## config.mk

```make
export PLATFORM = sky130hd
export DESIGN_NAME = eq_seq_arbiter
export DESIGN_NICKNAME = d
export VERILOG_FILES = /design/src/rtl/eq_seq_pkg.sv /design/src/rtl/eq2_slice.sv /design/src/rtl/eq_seq_arbiter.sv
export SDC_FILE = /design/constraint.sdc
export NUM_CORES = 1
export LEC_CHECK = 0
export ABC_CLOCK_PERIOD_IN_PS = 2500
export BUFFER_PORTS_ARGS = -buffer_cell sky130_fd_sc_hd__buf_4
export CAP_MARGIN = 15
export CELL_PAD_IN_SITES_DETAIL_PLACEMENT = 0
export CELL_PAD_IN_SITES_GLOBAL_PLACEMENT = 1
export CORE_ASPECT_RATIO = 1.5
export CORE_MARGIN = 1.5
export CORE_UTILIZATION = 39
export DETAILED_ROUTE_END_ITERATION = 12
export PLACE_DENSITY = 0.81
export SYNTH_ARGS = -nofsm -noshare
export SYNTH_HDL_FRONTEND = slang
export SYNTH_SLANG_ARGS = --single-unit
```

## constraint.sdc

```tcl
create_clock -name clk -period 2.5 [get_ports clk]
set_clock_uncertainty 0.15 [all_clocks]
set_input_delay 0.375 -clock clk [delete_from_list [all_inputs] [get_ports clk]]
set_output_delay 0.375 -clock clk [all_outputs]
set_load 0.01 [all_outputs]
```

## src/rtl/eq_seq_pkg.sv

```systemverilog
// Shared definitions for the sequential equality arbiter.
//   ST_IDLE/ST_CMP/ST_DONE : FSM state encodings
//   NREQ                   : number of requesters sharing the slice
//   state_t                : FSM state type built on the encodings above
//   onehot()               : requester id -> one-hot grant vector
package eq_seq_pkg;

   localparam logic [1:0] ST_IDLE = 2'b00;
   localparam logic [1:0] ST_CMP  = 2'b01;
   localparam logic [1:0] ST_DONE = 2'b10;

   localparam int NREQ = 2;

   typedef enum logic [1:0] {
      IDLE = ST_IDLE,
      CMP  = ST_CMP,
      DONE = ST_DONE
   } state_t;

   function automatic logic [NREQ-1:0] onehot(input logic id);
      return id ? 2'b10 : 2'b01;
   endfunction

endpackage

```

## src/rtl/eq2_slice.sv

```systemverilog
// Combinational 2-bit equality slice; the single shared compare resource.
//   a, b : 2-bit operand slices
//   eq   : 1 when a == b
module eq2_slice (
   input  logic [1:0] a,
   input  logic [1:0] b,
   output logic       eq
);

   assign eq = (a == b);

endmodule

```

## src/rtl/eq_seq_arbiter.sv

```systemverilog
// Two requesters share one 2-bit equality slice. Round-robin arbitration picks
// a winner, its operands are latched and compared 2 bits per clock from the
// LSB, stopping early on the first mismatching slice.
//   clk       : system clock, rising edge
//   reset_n   : asynchronous active-low reset
//   req       : level request per requester
//   a_bus     : operand A, requester i on [i*W +: W]
//   b_bus     : operand B, same packing
//   gnt       : one-hot grant, asserted through CMP and DONE
//   done_tick : one-cycle result strobe
//   aeqb      : comparison result, held until next done_tick
//   owner     : requester id of the last completed comparison, held
module eq_seq_arbiter
   import eq_seq_pkg::*;
#(
   parameter int W  = 8,
   parameter int CW = 3
) (
   input  logic              clk,
   input  logic              reset_n,
   input  logic [NREQ-1:0]   req,
   input  logic [NREQ*W-1:0] a_bus,
   input  logic [NREQ*W-1:0] b_bus,
   output logic [NREQ-1:0]   gnt,
   output logic              done_tick,
   output logic              aeqb,
   output logic              owner
);

   state_t         state;
   logic [W-1:0]   sa, sb;
   logic [CW-1:0]  cnt;
   logic           cur;         // requester currently being served
   logic           last_grant;  // requester served most recently
   logic           win;
   logic           slice_eq;

   // On a tie the requester that did not win last time gets the slice.
   always_comb begin
      win = 1'b0;
      case (req)
         2'b01:   win = 1'b0;
         2'b10:   win = 1'b1;
         2'b11:   win = ~last_grant;
         default: win = 1'b0;
      endcase
   end

   eq2_slice u_slice (
      .a  (sa[1:0]),
      .b  (sb[1:0]),
      .eq (slice_eq)
   );

   always_ff @(posedge clk or negedge reset_n) begin
      if (!reset_n) begin
         state      <= IDLE;
         sa         <= '0;
         sb         <= '0;
         cnt        <= '0;
         cur        <= 1'b0;
         last_grant <= 1'b1;
         gnt        <= '0;
         done_tick  <= 1'b0;
         aeqb       <= 1'b0;
         owner      <= 1'b0;
      end else begin
         case (state)
            IDLE: begin
               if (req != '0) begin
                  sa    <= win ? a_bus[2*W-1:W] : a_bus[W-1:0];
                  sb    <= win ? b_bus[2*W-1:W] : b_bus[W-1:0];
                  cur   <= win;
                  gnt   <= onehot(win);
                  cnt   <= '0;
                  state <= CMP;
               end
            end
            CMP: begin
               // Result, owner and strobe are loaded on the way into DONE so
               // they are visible as registered outputs during DONE itself.
               if (!slice_eq) begin
                  aeqb      <= 1'b0;
                  owner     <= cur;
                  done_tick <= 1'b1;
                  state     <= DONE;
               end else if (cnt == CW'(W/2-1)) begin
                  aeqb      <= 1'b1;
                  owner     <= cur;
                  done_tick <= 1'b1;
                  state     <= DONE;
               end else begin
                  sa  <= sa >> 2;
                  sb  <= sb >> 2;
                  cnt <= cnt + CW'(1);
               end
            end
            DONE: begin
               last_grant <= cur;
               done_tick  <= 1'b0;
               gnt        <= '0;
               state      <= IDLE;
            end
            default: begin
               state <= IDLE;
               gnt   <= '0;
            end
         endcase
      end
   end

endmodule

```

==> results by stage <==
Status:
- The run finished with clean final reports.

Power:
- The internal power of the cells totals 0.00158 W.
- The clock network is responsible for 14.5% of the overall power.
- In this run, the combinational gates consume 52.7% of the power.
- Summed over all cells, the static leakage comes to 0.928 nW.
- Per report_power, the sequential group accounts for 32.8% of the total.
- Power spread over the standard cell area amounts to 1270 mW/mm2.
- The sum of internal, switching and leakage power is 0.00247 W.
- In this run switching power makes up 35.9% of total power.
- Summed over all nets, the switching power comes to 0.000887 W.
- The worst vdd rail ir drop is 0.609 mV.

Synth:
- The number of warnings reported in the yosys synthesis log is 0.
- The most used flip-flop cell after synthesis is dfrtp_1.
- Ranked by instance count, the synthesized netlist is headed by 32 x a21oi_1, 27 x dfrtp_1, 25 x nand2_1.
- A synthesized cell averages 9.52 um2.
- The synthesized design spends more area on one cell type than any other, namely dfrtp_1.
- After synthesis the cells add up to 0.00152 mm2.
- The register bit total from synthesis is 28.
- The number of nets in the synthesized netlist is 198.
- Yosys mapped a number of flops with a built-in enable equal to 0.
- The synthesized netlist cell count is 160.
- Ranked by total cell area, the synthesized netlist is headed by dfrtp_1 44%, a21oi_1 11%, mux2_4 8.9%.
- The netlist uses 30 different library cells.
- The most frequent cell after synthesis is a21oi_1.
- The synthesized design devotes to its leading area cell type 44.3% of total area.
- Of all flip-flops after synthesis, the portion carrying an async set or reset was 100%.
- The register area share after synthesis is 46.1%.

STA:
- The worst path needs 2.08 ns of the cycle, external delays included.
- Setup repair after global routing left no endpoint under its margin.
- The number of pins with negative max-slew slack in the final report was 0.
- The final cycle utilization of the critical path is 83.3%.
- The number of hold violations in the final report is 0.
- The setup TNS is 0 ns.
- For this run, the top clock speed supported by timing is 480 MHz.
- Setup violations remaining at the end of the flow were counted as 0.
- Setup slack on the critical path of the routed design comes to 0.417 ns.
- At the pin with the least slew margin, the transition time is 0.617 ns.
- The max-slew headroom at the worst pin is 58.8%.

Clock network:
- After clock tree synthesis, the clock-pin slew on the worst setup and hold paths is 0.10 ns.
- TritonCTS built the clock tree.
- The maximum clock insertion buffer count is 2.
- The deepest level of the CTS H-tree is 1.
- Clock latency on the worst-skew pair, taken at its later pin, is 0.28 ns.
- Once the clock tree was built, the resizer swapped 0 gates to a different size.
- In this run, CTS created clock tree buffers numbering 3.
- The clock net in this run drives a total of 28 sinks.
- The cell at the root of the clock tree is clkbuf_8.

Drt:
- Before antenna repair, the detailed router went through 4 iterations.
- In this run, the number of DRC markers left after iteration 0 of detailed routing was 24.
- The average detailed-routed wire length per instance is 14.1 um.
- The detailed router placed 1272 vias in this run.
- In the routed design, unresolved DRC markers number 0.
- The count of nets left with antenna violations once routing finished came out at 0.
- Using the TritonRoute via totals, the vias-per-cell ratio works out to 5.23.
- The final routed wirelength across all metal layers is 3430 um.

Floorplanning:
- The die extent in x is 54.0 um.
- The initial standard-cell utilization of the core is 41.0%.
- Measured along the y axis, the die boundary spans 79.6 um.
- The area of the die is 0.00430 mm2.
- In this run the core area contains 27 standard-cell rows.
- The top-level port count is 41.
- After floorplanning, the core was sized to cover 0.00372 mm2.

Critical path:
- The worst setup path is captured at a flop.
- By startpoint and endpoint, the worst setup path is classified as reg -> reg.
- Along the worst path, the maximum fanout reaches 17.
- STA classifies the critical path startpoint as a flop.
- The data required time of the worst path is 2.52 ns.
- The data arrival time of the critical path is 2.10 ns.

Placed design:
- The final weighted congestion of routability-driven global placement is 0.712.
- The count of buffers added on input and output ports is 40.
- OpenSTA, run right after detailed placement, puts the worst setup slack at 0.425 ns.
- The half-perimeter wire length after placement is 2480 um.

Global route:
- The global-route total usage across every layer is 18.2%.
- The via count of the first global-routing pass was 1291.
- The global-route wire length before repair is 5730 um.
- The pin count of the biggest net entering global routing is 29.
- The initial antenna violation count was 0.
- The sum of overflow across all layers after global routing is 0.

Cells and area:
- Compared with the post-synthesis result, the final layout area differs by 27.3%.
- In the final layout, the share of cells above drive strength 1 is 34.5%.
- Summing all flip-flop and latch instances after layout gives 702 um2.
- The final layout contains 239 nets.
- The repair_antennas step left the layout with diodes totalling 0.
- The count of filler cells inserted in the layout is 361.
- Summing all multi-input logic gate instances after layout gives 746 um2.

Job:
- Across the run, the number of max-cap violations was 0.

Min path:
- The min-delay analysis places its worst path in the category in -> reg.
==> worst paths after layout <==
check	startpoint	to	slack (ns)	cells after the start
max	cnt[0]$_DFFE_PN0P_	sa[7]$_DFFE_PN0P_	0.42	6
min	req[1]	cur$_DFFE_PN0P_	0.27	3
max reg2reg	cnt[0]$_DFFE_PN0P_	sa[7]$_DFFE_PN0P_	0.42	6
min reg2reg	last_grant$_DFFE_PN1P_	last_grant$_DFFE_PN1P_	0.36	2
max in group asynchronous	reset_n	last_grant$_DFFE_PN1P_	1.49	2
min in group asynchronous	reset_n	done_tick$_DFFE_PN0P_	0.40	2
==> critical path, cell delays in order (launching register included) <==
cell	delay, ns
dfrtp_1	0.43
ha_1	0.21
ha_1	0.20
nand3b_2	0.28
a21o_1	0.24
buf_12	0.16
mux2_4	0.30
==> layout by cell type, fill, tap and decap left out, types with 2 or more instances in the layout <==
master and count:
ha_1 2, nand2b_1 3, buf_4 43, nor2_1 18, o21ai_0 4, nand3_1 3
a21oi_1 32, inv_1 4, o311ai_0 2, xnor2_1 2, mux2_4 9, mux2_2 8
clkbuf_8 3, nand2_1 25, dfrtp_1 27
==> power by group through the flow <==
stage	registers (W)	logic [W]	clock network (W)
6_report	0.000810	0.00130	0.000359
4_1_cts	0.000808	0.00132	0.000368
5_1_grt	0.000842	0.00145	0.000388
3_5_place_dp	0.000816	0.00132	0
3_3_place_gp	0.000807	0.00126	0
2_1_floorplan	0.000801	0.00103	0
==> flip-flops by register name, indices dropped and copies added (netlist names) <==
register / count
sa: 8
last_grant: 1
cnt: 3
done_tick: 1
sb: 8
aeqb: 1
state: 2
cur: 1
owner: 1
gnt: 2
==> cell families after synthesis <==
| logic type | count (synthesis) | share of synthesized area (%) |
|---|---|---|
| buffers and inverters | 13 | 5.01 |
| XOR/XNOR | 2 | 1.15 |
| AND/OR/NAND/NOR | 54 | 15.3 |
| adder cells (fa/ha/maj) | 2 | 1.64 |
| flip-flops | 28 | 46.1 |
| AO/OA/AOI/OAI | 44 | 16.1 |
| multiplexers | 17 | 14.8 |
==> per-layer routing <==
layer  routed length, um  global-route usage (%)  vias up
met1                1410                    22.2      605
met4                  50                    8.00        0
li1                    -                       -      625
met2                1820                    30.7       38
met3                 155                    2.43        4
met5                   0                       0        -
==> cell type report <==
class,instances,area share (%)
Multi-Input combinational cell,119,38.4
Sequential cell,28,36.2
Timing Repair Buffer,45,18.2
Tap cell,43,2.77
Clock buffer,3,2.13
Clock inverter,1,1.55
Inverter,4,0.774
==> stage by stage <==
step / area [um2] / util, % / hold slack, ns / cells
3_5_place_dp: 1860 / 50.0 / 0.171 / 238
2_1_floorplan: 1520 / - / -0.0706 / 160
5_1_grt: 1940 / 52.2 / 0.278 / 243
3_3_place_gp: 1860 / 50.0 / 0.159 / 238
6_report: 1940 / 52.2 / 0.271 / 243
4_1_cts: 1940 / 52.2 / 0.267 / 243
==> timing repair <==
item | in CTS | in global routing
hold buffers | 1 | 0
hold endpoints to repair | 27 | 0
buffers inserted | 0 | 0
No activity file was read; power rests on OpenSTA's default activity.
